`config.mk`:
```
export PLATFORM = sky130hd
export DESIGN_NAME = dose_scheduler
export DESIGN_NICKNAME = d
export VERILOG_FILES = /design/src/rtl/dose_scheduler.sv
export SDC_FILE = /design/constraint.sdc
export NUM_CORES = 1
export LEC_CHECK = 0
export CORE_ASPECT_RATIO = 2
export CORE_MARGIN = 2
export CORE_UTILIZATION = 57
export CTS_CLUSTER_SIZE = 8
export DETAILED_ROUTE_END_ITERATION = 8
export GPL_TIMING_DRIVEN = 0
export PLACE_DENSITY = 0.77
export SLEW_MARGIN = 30
export SYNTH_ARGS = -nofsm -noshare
export SYNTH_HDL_FRONTEND = slang
export SYNTH_SLANG_ARGS = --single-unit
```
`constraint.sdc`:
```
create_clock -name clock -period 5 [get_ports clock]
set_input_delay 0.5 -clock clock [delete_from_list [all_inputs] [get_ports clock]]
set_output_delay 0.5 -clock clock [all_outputs]
set_load 0.03 [all_outputs]
```
`src/rtl/dose_scheduler.sv`:
```
// Multi-channel dose reminder: shared tick prescaler, per-channel interval countdown,
// alarm with grace window and saturating miss counters. Define DOSE_SNOOZE_EN for the snooze input.
module dose_scheduler #(
  parameter int N_CH     = 4,
  parameter int CNT_W    = 12,
  parameter int TICK_DIV = 1000,
  parameter int GRACE    = 30,
  parameter int MISS_W   = 4
`ifdef DOSE_SNOOZE_EN
  , parameter int SNOOZE_T = 5
`endif
) (
  input  logic                                       clock,
  input  logic                                       rst,
  input  logic [N_CH-1:0]                            enable,
  input  logic [N_CH-1:0]                            ack,
`ifdef DOSE_SNOOZE_EN
  input  logic [N_CH-1:0]                            snooze,
`endif
  input  logic                                       cfg_we,
  input  logic [((N_CH > 1) ? $clog2(N_CH) : 1)-1:0] cfg_ch,
  input  logic [CNT_W-1:0]                           cfg_interval,
  output logic [N_CH-1:0]                            alarm,
  output logic                                       alarm_any,
  output logic [((N_CH > 1) ? $clog2(N_CH) : 1)-1:0] active_ch,
  output logic [N_CH*MISS_W-1:0]                     missed_cnt,
  output logic                                       tick
);

  // state   | meaning
  // S_IDLE  | disabled or no interval stored
  // S_COUNT | counting remaining ticks to the next dose
  // S_ALARM | dose due, grace ticks running until ack or miss
  localparam logic [1:0] S_IDLE  = 2'd0;
  localparam logic [1:0] S_COUNT = 2'd1;
  localparam logic [1:0] S_ALARM = 2'd2;

  localparam int CH_W = (N_CH > 1) ? $clog2(N_CH) : 1;
  localparam int PS_W = $clog2(TICK_DIV);
  localparam int GR_W = $clog2(GRACE + 1);

  logic [PS_W-1:0]   pre_cnt;
  logic              tick_int;
  logic [1:0]        st       [N_CH];
  logic [1:0]        st_n     [N_CH];
  logic [CNT_W-1:0]  rem      [N_CH];
  logic [CNT_W-1:0]  rem_n    [N_CH];
  logic [GR_W-1:0]   gr       [N_CH];
  logic [GR_W-1:0]   gr_n     [N_CH];
  logic [MISS_W-1:0] miss     [N_CH];
  logic [MISS_W-1:0] miss_n   [N_CH];
  logic [CNT_W-1:0]  interval [N_CH];
  logic [N_CH-1:0]   reload;
  logic [N_CH-1:0]   alarm_n;
  logic [CH_W-1:0]   active_n;

  assign tick_int = (pre_cnt == PS_W'(TICK_DIV - 1));
  assign tick     = tick_int & ~rst;

  always_comb begin
    alarm_n  = '0;
    active_n = '0;
    reload   = '0;
    for (int ch = 0; ch < N_CH; ch++) begin
      st_n[ch]   = st[ch];
      rem_n[ch]  = rem[ch];
      gr_n[ch]   = gr[ch];
      miss_n[ch] = miss[ch];
      if (!enable[ch]) begin
        st_n[ch]  = S_IDLE;
        rem_n[ch] = '0;
        gr_n[ch]  = '0;
      end else begin
        case (st[ch])
          S_IDLE: reload[ch] = 1'b1;
          S_COUNT: begin
            if (tick_int) begin
              if (rem[ch] <= CNT_W'(1)) begin
                st_n[ch] = S_ALARM;
                gr_n[ch] = GR_W'(GRACE);
              end else begin
                rem_n[ch] = rem[ch] - 1'b1;
              end
            end
          end
          S_ALARM: begin
            if (ack[ch]) begin
              reload[ch] = 1'b1;
`ifdef DOSE_SNOOZE_EN
            end else if (snooze[ch]) begin
              st_n[ch]  = S_COUNT;
              rem_n[ch] = CNT_W'(SNOOZE_T);
`endif
            end else if (tick_int) begin
              if (gr[ch] <= GR_W'(1)) begin
                reload[ch] = 1'b1;
                if (miss[ch] != {MISS_W{1'b1}}) miss_n[ch] = miss[ch] + 1'b1;
              end else begin
                gr_n[ch] = gr[ch] - 1'b1;
              end
            end
          end
          default: st_n[ch] = S_IDLE;
        endcase
      end
      // A reload always reads the register as it stood before this edge's write.
      if (reload[ch]) begin
        if (interval[ch] == '0) begin
          st_n[ch] = S_IDLE;
        end else begin
          st_n[ch]  = S_COUNT;
          rem_n[ch] = interval[ch];
        end
      end
      alarm_n[ch] = (st_n[ch] == S_ALARM);
    end
    for (int ch = N_CH - 1; ch >= 0; ch--) begin
      if (alarm_n[ch]) active_n = CH_W'(ch);
    end
  end

  always_ff @(posedge clock) begin
    if (rst) begin
      pre_cnt   <= '0;
      alarm     <= '0;
      alarm_any <= 1'b0;
      active_ch <= '0;
      for (int ch = 0; ch < N_CH; ch++) begin
        st[ch]       <= S_IDLE;
        rem[ch]      <= '0;
        gr[ch]       <= '0;
        miss[ch]     <= '0;
        interval[ch] <= '0;
      end
    end else begin
      pre_cnt   <= tick_int ? '0 : pre_cnt + 1'b1;
      alarm     <= alarm_n;
      alarm_any <= |alarm_n;
      active_ch <= active_n;
      for (int ch = 0; ch < N_CH; ch++) begin
        st[ch]   <= st_n[ch];
        rem[ch]  <= rem_n[ch];
        gr[ch]   <= gr_n[ch];
        miss[ch] <= miss_n[ch];
      end
      if (cfg_we && (32'(cfg_ch) < N_CH)) interval[cfg_ch] <= cfg_interval;
    end
  end

  for (genvar g = 0; g < N_CH; g++) begin : g_miss
    assign missed_cnt[g*MISS_W +: MISS_W] = miss[g];
  end

endmodule

```
==> results.cfg <==
[pwr]
p_sw_frac = 0.2617
power.internal_uw = 2118
irDropWorstVdd_v = 0.0002774
power_density_nw_per_um2 = 323.4
comb_power_share = 0.081
seqPwrFrac = 0.493
leakagePower_uw = 0.003111
p_switching_uw = 750.5
clock_power_share = 0.426

[synth]
yosys_most_used_dff = dfxtp_1
post_synth_num_cell_types = 66
ys_seq_area_frac = 0.4751
synth_top_area_frac = 0.2861
synthesis.area_sq_um = 7626
yosysWarnings = 0
yosys.area.top_type = dfxtp_1
synth_cells = 807
async_reset_ff_frac = 0
syn_avg_cell_area_sq_um = 9.450
synth_nets = 853
synth.area.top_cells = dfxtp_1, edfxtp_1, xor2_1
ys_ff_latch = 157
synth_edf_count = 48

[worst_setup_path]
critPathLaunchType = flip-flop
required_ps = 4500
critPathSlowestCell = clkdlybuf4s50_1
crit_type = reg2out
crit_fanout = 10
max_stage_delay_ps = 680
crit_chain = ha_1 -> and4_1 -> nand3_1 -> clkbuf_1 -> nor2_1 -> clkdlybuf4s50_1
cp_data_arrival_time_ps = 3050
crit_path_end_kind = output pin

[cts]
cts_tree = built
cts_buffer_depth = 2
post_cts_resized = 0
hold_buffers = 0
cts.reportedPaths.clkPinSlew_ps = 60
htree_levels = 4
cts-root-buf = clkbuf_16
cts_inserted_buffers = 17
clkLatencyLatePin_ps = 430
cts_setup_buffers = 0
clock_sinks = 157

[die]
die_w_um = 85.79
initial_core_util = 0.5836
core_sq_um = 13070
row_count = 59
io_pins = 49
die_area_sq_um = 14380
fp.dieH_um = 167.6

[sta]
period_share = 0.7095
rsz0062_at_grt = no
max_freq_mhz = 281.9
slew_viol_final = 0
final-setup-viol-count = 0
fin_setup_tns_ps = 0
tightest_slew_ps = 890.6
finalHoldViolCount = 0
period_minus_slack_ps = 3547
clock_skew_ps = 9.024
max_slew_margin = 0.4000

[global_route]
grt_max_degree = 17
grt_pass1_wl_um = 30990
grt_pass1_vias = 6498
track_usage = 0.2742
grt_overflow = 0
antenna_found_initial = 0

[status]
status = complete, but fails checks
violations = DRC

[layout]
final_area_sq_um = 8870
final_nets = 920
mostFrequentLayoutCell = dfxtp_1
final_cell_mix = dfxtp_1, nor2_1, nand2_1
drive_gt1_frac = 0.06088
diodes = 0
syn_to_final_growth_pct = 16.31
instances_no_fill = 1039
nFillCells = 1022

[place]
place.gp.congestion = 0.9397
dpl_cell_area_sq_um = 8315
hpwl_um = 14410
io_buffer_count = 48
dp_cells = 1007

[route]
vias = 6438
final_antenna_net_count = 0
drt_iter0_drc = 490
wirelength_um = 19040
drc = 2
viasPerCell = 6.196
avgRoutedWirePerCell_um = 18.33
drt-pass1-iter-count = 8

[run]
cap_violations = 0

[hold_path]
hp-class = reg2reg
==> power by group through the flow <==
stage / registers [uW] / clock network [uW] / logic [uW]
6_report: 1420 / 1220 / 231
5_1_grt: 1420 / 1290 / 255
4_1_cts: 1410 / 1230 / 229
3_5_place_dp: 1440 / 0 / 227
3_3_place_gp: 1440 / 0 / 219
2_1_floorplan: 1430 / 0 / 153
==> stage by stage <==
step	power, uW	util	hold slack, ps	worst slack (ps)
2_1_floorplan	1579	-	443.8	2770
6_report	2868	0.6788	489.4	1453
4_1_cts	2874	0.6788	483.7	1480
3_5_place_dp	1668	0.6364	465.2	1676
5_1_grt	2963	0.6788	514.7	1306
3_3_place_gp	1656	0.6350	460.3	1713
==> cell type report <==
type	instances	area, sq um	area share
multi-input cells	603	3842	0.4332
flip-flops and latches	157	3623	0.4085
repair buffers	48	480.5	0.05417
clock buffers	18	429.2	0.04838
well taps	152	190.2	0.02144
clock inverters	14	125.1	0.01411
inverters	24	90.09	0.01016
plain buffers	23	88.84	0.01002
==> routing by layer <==
metal | up-vias | wire length (um) | global-route usage
li1 | 3033 | - | -
met1 | 3091 | 6831 | 0.2821
met2 | 257 | 10460 | 0.5109
met3 | 57 | 913 | 0.05569
met4 | 0 | 839 | 0.1346
met5 | - | 0 | 0
==> sequential cells by signal, indices dropped and copies added, names as in the netlist <==
register,flops
active_ch,2
alarm,4
alarm_any,1
gr,20
interval,48
miss,16
pre_cnt,10
rem,48
st,8
==> worst max-delay path: cells and delay by family (launching register included) <==
| family | cells | cell delay (ps) |
|---|---|---|
| adders and majority gates | 1 | 250 |
| buffers and inverters | 2 | 1100 |
| and+or+nand+nor | 3 | 890 |
| DFF | 1 | 370 |
==> path summary, 6_finish.rpt <==
path                         from    endpoint  slack [ps]  cells after the start
hold reg to reg   interval[2][10]  rem[2][10]         490                      2
hold / removal    interval[2][10]  rem[2][10]         490                      2
setup / recovery       pre_cnt[0]        tick        1450                      6
setup reg to reg       pre_cnt[0]  miss[3][3]        1950                      8
==> cells in the mapped netlist (all sizes together) (21+ instances only) <==
cell	n
dfxtp	109
nor2	76
nand2	64
and2	50
edfxtp	48
xor2	39
a21oi	37
o21ai	34
nor3	32
nor4	31
nand3	30
xnor2	29
inv	24
ha	21
==> logic make-up after synthesis <==
group / count (synthesis) / synth area share
mux: 7 / 0.009352
buf+inv: 47 / 0.02346
flops: 157 / 0.4751
fa+ha+maj: 21 / 0.03445
compound gates: 125 / 0.1062
simple gates: 382 / 0.2733
xor+xnor: 68 / 0.07810
Power figures use the tool's default switching activity.
